[src/rtl/sram_spi_cmd_engine_pkg.sv]
// rtl/sram_spi_cmd_engine_pkg.sv - command field layout, FSM states and decode helpers
package bp_sram_pkg;

  localparam int CMD_CS_BIT    = 15;
  localparam int CMD_NBITS_MSB = 11;
  localparam int CMD_NBITS_LSB = 8;
  localparam int CMD_DATA_MSB  = 7;
  localparam int CMD_DATA_LSB  = 0;
  localparam int MAX_BITS      = 8;
  localparam int NBITS_W       = CMD_NBITS_MSB - CMD_NBITS_LSB + 1;

  typedef enum logic [1:0] {
    IDLE = 2'd0,
    LOW  = 2'd1,
    HIGH = 2'd2,
    DONE = 2'd3
  } state_e;

  function automatic logic [NBITS_W-1:0] clamp_nbits(input logic [NBITS_W-1:0] field);
    return (field > NBITS_W'(MAX_BITS)) ? NBITS_W'(MAX_BITS) : field;
  endfunction

  // Moves bit n-1 of the tx field to the MSB so the shifter always sends from bit 7.
  function automatic logic [MAX_BITS-1:0] align_tx(input logic [MAX_BITS-1:0] tx,
                                                   input logic [NBITS_W-1:0]  n);
    return tx << (NBITS_W'(MAX_BITS) - n);
  endfunction

endpackage

[src/rtl/sram_spi_cmd_engine_if.sv]
// rtl/sram_spi_cmd_engine_if.sv - command/response handshake between register decode and SPI engine
interface sram_spi_cmd_engine_if #(
  parameter int CMD_WIDTH = 16
);
  logic [CMD_WIDTH-1:0] cmd_data;
  logic                 cmd_valid;
  logic                 cmd_ready;
  logic [7:0]           rsp_data;
  logic                 rsp_valid;

  modport master (
    output cmd_data,
    output cmd_valid,
    input  cmd_ready,
    input  rsp_data,
    input  rsp_valid
  );

  modport slave (
    input  cmd_data,
    input  cmd_valid,
    output cmd_ready,
    output rsp_data,
    output rsp_valid
  );
endinterface

[src/rtl/sram_spi_cmd_engine_spi_tick_gen.sv]
// rtl/sram_spi_cmd_engine_spi_tick_gen.sv - SPI half-period divider, restarted on every shift accept
module spi_tick_gen #(
  parameter int CLK_DIV = 2
) (
  input  logic clock,
  input  logic reset,
  input  logic clear_i,
  output logic tick_o
);

  localparam int CNT_W = $clog2(CLK_DIV) + 1;
  localparam logic [CNT_W-1:0] LAST = CNT_W'(CLK_DIV - 1);

  logic [CNT_W-1:0] cnt_q;
  logic [CNT_W-1:0] cnt_d;

  assign tick_o = (cnt_q == LAST);

  always_comb begin
    cnt_d = cnt_q + CNT_W'(1);
    if (clear_i || tick_o) begin
      cnt_d = '0;
    end
  end

  always_ff @(posedge clock or negedge reset) begin
    if (!reset) begin
      cnt_q <= '0;
    end else begin
      cnt_q <= cnt_d;
    end
  end

endmodule

[src/rtl/sram_spi_cmd_engine.sv]
// rtl/sram_spi_cmd_engine.sv - single-bit SPI master for LA SRAM chips driven by 16-bit debug commands
module sram_spi_cmd_engine
  import bp_sram_pkg::*;
#(
  parameter int LA_CHIPS  = 2,
  parameter int CMD_WIDTH = 16,
  parameter int CLK_DIV   = 2
) (
  input  logic                clock,
  input  logic                reset,
  sram_spi_cmd_engine_if.slave cmd_bus,
  output logic                busy,
  output logic [LA_CHIPS-1:0] sram_clock,
  output logic [LA_CHIPS-1:0] sram_cs,
  output logic                sram_mosi,
  input  logic                sram_miso,
  output logic                sram_sio_oe
);

  state_e                state_q;
  logic [LA_CHIPS-1:0]   cs_q;
  logic [LA_CHIPS-1:0]   cs_d;
  logic                  sclk_q;
  logic                  mosi_q;
  logic                  sio_oe_q;
  logic                  rsp_valid_q;
  logic                  cmd_ready_q;
  logic                  busy_q;
  logic [MAX_BITS-1:0]   tx_q;
  logic [MAX_BITS-1:0]   rx_q;
  logic [MAX_BITS-1:0]   rsp_data_q;
  logic [NBITS_W-1:0]    bits_q;

  logic [CMD_WIDTH-1:0]  cmd_word;
  logic                  accept;
  logic                  shift_accept;
  logic                  tick;
  logic [NBITS_W-1:0]    nbits;
  logic [MAX_BITS-1:0]   tx_aligned;
  logic                  unused_cmd_bits;

  assign cmd_word        = cmd_bus.cmd_data;
  assign unused_cmd_bits = ^cmd_word[CMD_CS_BIT-1:CMD_NBITS_MSB+1];

  assign accept       = cmd_bus.cmd_valid & cmd_ready_q;
  assign shift_accept = accept & ~cmd_word[CMD_CS_BIT];
  assign nbits        = clamp_nbits(cmd_word[CMD_NBITS_MSB:CMD_NBITS_LSB]);
  assign tx_aligned   = align_tx(cmd_word[CMD_DATA_MSB:CMD_DATA_LSB], nbits);

  spi_tick_gen #(
    .CLK_DIV (CLK_DIV)
  ) u_tick_gen (
    .clock   (clock),
    .reset   (reset),
    .clear_i (shift_accept),
    .tick_o  (tick)
  );

  // CS commands are only accepted in IDLE, so they never disturb a running shift.
  always_comb begin
    cs_d = cs_q;
    if (accept && cmd_word[CMD_CS_BIT]) begin
      cs_d = cmd_word[LA_CHIPS-1:0];
    end
  end

  always_ff @(posedge clock or negedge reset) begin
    if (!reset) begin
      state_q     <= IDLE;
      cs_q        <= '1;
      sio_oe_q    <= 1'b0;
      sclk_q      <= 1'b0;
      mosi_q      <= 1'b0;
      tx_q        <= '0;
      rx_q        <= '0;
      bits_q      <= '0;
      rsp_data_q  <= '0;
      rsp_valid_q <= 1'b0;
      cmd_ready_q <= 1'b1;
      busy_q      <= 1'b0;
    end else begin
      rsp_valid_q <= 1'b0;
      cs_q        <= cs_d;
      sio_oe_q    <= ~&cs_d;
      case (state_q)
        IDLE: begin
          if (shift_accept) begin
            tx_q        <= tx_aligned;
            mosi_q      <= tx_aligned[MAX_BITS-1];
            rx_q        <= '0;
            bits_q      <= nbits;
            sclk_q      <= 1'b0;
            cmd_ready_q <= 1'b0;
            busy_q      <= 1'b1;
            state_q     <= (nbits == '0) ? DONE : LOW;
          end
        end
        LOW: begin
          // Sample on the same edge that raises the SPI clock.
          if (tick) begin
            sclk_q  <= 1'b1;
            rx_q    <= {rx_q[MAX_BITS-2:0], sram_miso};
            state_q <= HIGH;
          end
        end
        HIGH: begin
          if (tick) begin
            sclk_q <= 1'b0;
            bits_q <= bits_q - NBITS_W'(1);
            if (bits_q > NBITS_W'(1)) begin
              tx_q    <= tx_q << 1;
              mosi_q  <= tx_q[MAX_BITS-2];
              state_q <= LOW;
            end else begin
              state_q <= DONE;
            end
          end
        end
        DONE: begin
          rsp_data_q  <= rx_q;
          rsp_valid_q <= 1'b1;
          sclk_q      <= 1'b0;
          cmd_ready_q <= 1'b1;
          busy_q      <= 1'b0;
          state_q     <= IDLE;
        end
        default: state_q <= IDLE;
      endcase
    end
  end

  assign cmd_bus.cmd_ready = cmd_ready_q;
  assign cmd_bus.rsp_data  = rsp_data_q;
  assign cmd_bus.rsp_valid = rsp_valid_q;
  assign busy              = busy_q;
  assign sram_clock        = {LA_CHIPS{sclk_q}};
  assign sram_cs           = cs_q;
  assign sram_mosi         = mosi_q;
  assign sram_sio_oe       = sio_oe_q;

endmodule

[src/flat_wrapper.sv]
// flat-port wrapper written by rule: the top's interface ports become plain ports
module sram_spi_cmd_engine_flat import bp_sram_pkg::*;
#(
  parameter int LA_CHIPS  = 2,
  parameter int CMD_WIDTH = 16,
  parameter int CLK_DIV   = 2
)
  (clock, reset, busy, sram_clock, sram_cs, sram_mosi, sram_miso, sram_sio_oe, cmd_bus_cmd_data, cmd_bus_cmd_valid, cmd_bus_cmd_ready, cmd_bus_rsp_data, cmd_bus_rsp_valid);
  sram_spi_cmd_engine_if #(.CMD_WIDTH(CMD_WIDTH)) cmd_bus_i ();
  input  logic clock;
  input  logic reset;
  output logic busy;
  output logic [LA_CHIPS-1:0] sram_clock;
  output logic [LA_CHIPS-1:0] sram_cs;
  output logic sram_mosi;
  input  logic sram_miso;
  output logic sram_sio_oe;
  input wire logic [$bits(cmd_bus_i.cmd_data)-1:0] cmd_bus_cmd_data;
  input wire logic [$bits(cmd_bus_i.cmd_valid)-1:0] cmd_bus_cmd_valid;
  output wire logic [$bits(cmd_bus_i.cmd_ready)-1:0] cmd_bus_cmd_ready;
  output wire logic [$bits(cmd_bus_i.rsp_data)-1:0] cmd_bus_rsp_data;
  output wire logic [$bits(cmd_bus_i.rsp_valid)-1:0] cmd_bus_rsp_valid;
  assign cmd_bus_i.cmd_data = cmd_bus_cmd_data;
  assign cmd_bus_i.cmd_valid = cmd_bus_cmd_valid;
  assign cmd_bus_cmd_ready = cmd_bus_i.cmd_ready;
  assign cmd_bus_rsp_data = cmd_bus_i.rsp_data;
  assign cmd_bus_rsp_valid = cmd_bus_i.rsp_valid;
  sram_spi_cmd_engine #(.LA_CHIPS(LA_CHIPS), .CMD_WIDTH(CMD_WIDTH), .CLK_DIV(CLK_DIV)) u_core (.clock(clock), .reset(reset), .cmd_bus(cmd_bus_i), .busy(busy), .sram_clock(sram_clock), .sram_cs(sram_cs), .sram_mosi(sram_mosi), .sram_miso(sram_miso), .sram_sio_oe(sram_sio_oe));
endmodule
[config.mk]
export PLATFORM = sky130hd
export DESIGN_NAME = sram_spi_cmd_engine_flat
export DESIGN_NICKNAME = d
export VERILOG_FILES = /design/src/rtl/sram_spi_cmd_engine_pkg.sv /design/src/rtl/sram_spi_cmd_engine_if.sv /design/src/rtl/sram_spi_cmd_engine_spi_tick_gen.sv /design/src/rtl/sram_spi_cmd_engine.sv /design/src/flat_wrapper.sv
export SDC_FILE = /design/constraint.sdc
export NUM_CORES = 1
export LEC_CHECK = 0
export ABC_AREA = 1
export CORE_AREA = 3 3 89 91
export DETAILED_ROUTE_END_ITERATION = 16
export DIE_AREA = 0 0 92 94
export PLACE_DENSITY_LB_ADDON = 0.25
export SLEW_MARGIN = 5
export SYNTH_ARGS = -nofsm -noshare
export SYNTH_HDL_FRONTEND = slang
export SYNTH_HIERARCHICAL = 1
export SYNTH_SLANG_ARGS = --single-unit
[constraint.sdc]
create_clock -name clock -period 2.2 [get_ports clock]
set_clock_uncertainty 0.2 [all_clocks]
set_input_delay 0.33 -clock clock [delete_from_list [all_inputs] [get_ports clock]]
set_output_delay 0.33 -clock clock [all_outputs]
set_load 0.05 [all_outputs]
==> run metrics <==
status finished, final reports clean; CTS root buf clkbuf_8; VDD IR max ~0.0004 V; first-pass GRT wire length approximately 8000 um; Chip Width between 90 and 100 um; clock buffer count from CTS 5; number of warnings issued by yosys 6; Overall Global Routing Usage 11.85%; WHS approximately 0.25 ns; Synth async-reset ratio between 90% and 100%; post-route ant nets 0; port bufs 33; maximum achievable frequency around 0.49 GHz; setup tns final 0 ns; FP Rows 31; largest net degree at the start of global routing 23; clk sinks 39; Worst setup SP type input pin; H-tree depth 2; Critical Path Sink Type register; Hold Path Stages 1; DP Wirelength between 3000 and 4000 um; vias per inst around 4.4; CP max FO 7; area of the mapped netlist ~2100 um2; vias in the first global route approximately 1,800; antenna violations before repair 0; flop-to-flop setup slack roughly 0.34 ns; # diodes 0; Final Hold Vio Count 0; Hold Path Class register to register; Gate Count Post-Synth around 280; sequential area share after synthesis 45.90%; pre-CTS setup slack -0.2494 ns; DR iter-0 viols between 80 and 90; chip height 94 um; number of synthesized flops with an enable pin 0; average wire per standard cell 11.10 um; CTS tree built; hold endpoint u_core/u_tick_gen/cnt_q[0]; final setup fails 0; min-delay src u_core/u_tick_gen/cnt_q[0]; max-slew violations 0; max cap viols 0; area grow syn2layout 31.95%; post-synth net total 302; Clock Latency Late Sink between 0.2 and 0.3 ns; Crit path required time 2.22 ns; number of synthesized register bits 39; RePlAce Congestion about 0.85; core area between 7000 and 8000 um2; DRT Pass-1 Iters 4; Pwr Density ~1200 nW/um2; CP Class input pin to register; most common cell after layout, fill and taps aside nand2_1; crit path time final roughly 2 ns; final cycle utilization of the critical path between 90% and 100%; Arrival @ worst endpoint roughly 2.1 ns; Initial Util around 30%; layout cells sized above 1 14.85%; Reg clk slew, reported paths 0.08 ns; Residual DRC 0; die area around 8600 um2; r2r worst-path depth 8; ys flop type dfrtp_1; nets around 350; Syn Area/Cell about 7.7 um2; reg-to-reg endpoint u_core/sram_mosi; final setup margin ~0.14 ns; WL final between 4000 and 5000 um; Remaining Overflow, GRT 0; most frequent cells in the layout nand2_1 (67), inv_1 (38), nand3_1 (36), dfrtp_1 (36), o21ai_0 (30); vias post-DR 1,882; R2R Path Start u_core/state_q[1]; Distinct cells, synth 26; Max transition margin between 60% and 70%; Ports 37; Leak around 1.4 nW; actual slew at the worst max-slew pin 0.4958 ns; Max clock buf depth 2
cell families (layout without fill, tap and decap cells):
logic type,count (synthesis),count (layout),share of synthesized area (%)
AO/OA/AOI/OAI,47,47,11.49
adder cells (fa/ha/maj),4,4,2.345
buffers and inverters,47,99,9.613
flip-flops,39,39,45.90
AND/OR/NAND/NOR,141,141,30.66
report_power, final:
part / switching, W / total [W] / internal (W)
combinational: 0.00108 / 0.00164 / 0.000550
clock: 0.000259 / 0.000632 / 0.000373
sequential: 0.000170 / 0.00114 / 0.000970
total: 0.00151 / 0.00341 / 0.00189
area by class of cell:
type                            instances  area [um2]
Inverter                               41       156.4
Multi-Input combinational cell        192       970.9
Clock inverter                          2       38.79
Fill cell                             768        4398
Tap cell                               99       123.9
Clock buffer                            6       82.58
Sequential cell                        39       979.7
Timing Repair Buffer                   50       464.2
critical path: stages:
cell             delay, ns
clkdlybuf4s50_1       0.48
inv_1                 0.06
buf_4                 0.14
a21oi_1               0.11
nor2_1                0.07
inv_1                 0.08
ha_4                  0.20
inv_2                 0.11
nand3_1               0.15
a21oi_2               0.17
nand2_1               0.07
a21oi_1               0.11
per-stage QoR:
| step | utilization, % | instances | power, W | area (um2) |
|---|---|---|---|---|
| after floorplan | - | 278 | 0.002366 | 2135 |
| after global placement | 36.77 | 419 | 0.002774 | 2653 |
| after detailed placement | 36.77 | 419 | 0.002796 | 2653 |
| after CTS | 38.59 | 428 | 0.003442 | 2784 |
| after global routing | 39.04 | 429 | 0.003699 | 2816 |
| final | 39.04 | 429 | 0.003407 | 2816 |
Yosys cell counts, types with 3 or more instances:
cell type  instances  area share, %
ha_1               4            2.3
nor2_4             4            2.1
o21ai_0           30            7.0
nand3_1           36            8.4
dfstp_2            3            3.7
nand2_1           69             12
nor2_1            23            4.0
dfrtp_1           36             42
buf_4              3            1.1
inv_1             38            6.7
a21oi_1           13            3.0
repair_timing:
action,CTS,global route
setup endpoints to repair,0,7
gates resized for setup,0,7
buffers inserted,0,1
hold buffers,1,0
hold endpoints to repair,17,0
layer usage:
layer / routed length [um] / GRT usage (%)
met1: 2277 / 14.98
met2: 2222 / 19.46
met3: 191 / 3.045
met4: 69 / 4.455
met5: 0 / 0
worst max path at each step:
stage                                     from               end  cells past startpoint
after detailed placement  cmd_bus_cmd_data[11]    u_core/tx_q[4]                     13
after floorplan            cmd_bus_cmd_data[8]  u_core/sram_mosi                     12
final                     cmd_bus_cmd_data[11]    u_core/tx_q[4]                     12
after CTS                 cmd_bus_cmd_data[11]    u_core/tx_q[4]                     13
after global routing      cmd_bus_cmd_data[11]  u_core/sram_mosi                     15
after global placement    cmd_bus_cmd_data[11]    u_core/tx_q[4]                     13
state kept, by name (all words and copies together), names as in the netlist:
name / cells
u_core/state_q: 2
u_core/tx_q: 7
u_core/cmd_bus.rsp_valid: 1
u_core/sram_cs: 2
u_core/cmd_bus.rsp_data: 8
u_core/u_tick_gen/cnt_q: 2
u_core/cmd_bus.cmd_ready: 1
u_core/rx_q: 8
u_core/bits_q: 4
u_core/sclk_q: 1
u_core/sram_sio_oe: 1
u_core/busy: 1
u_core/sram_mosi: 1
(Power assumes the default switching activity.)
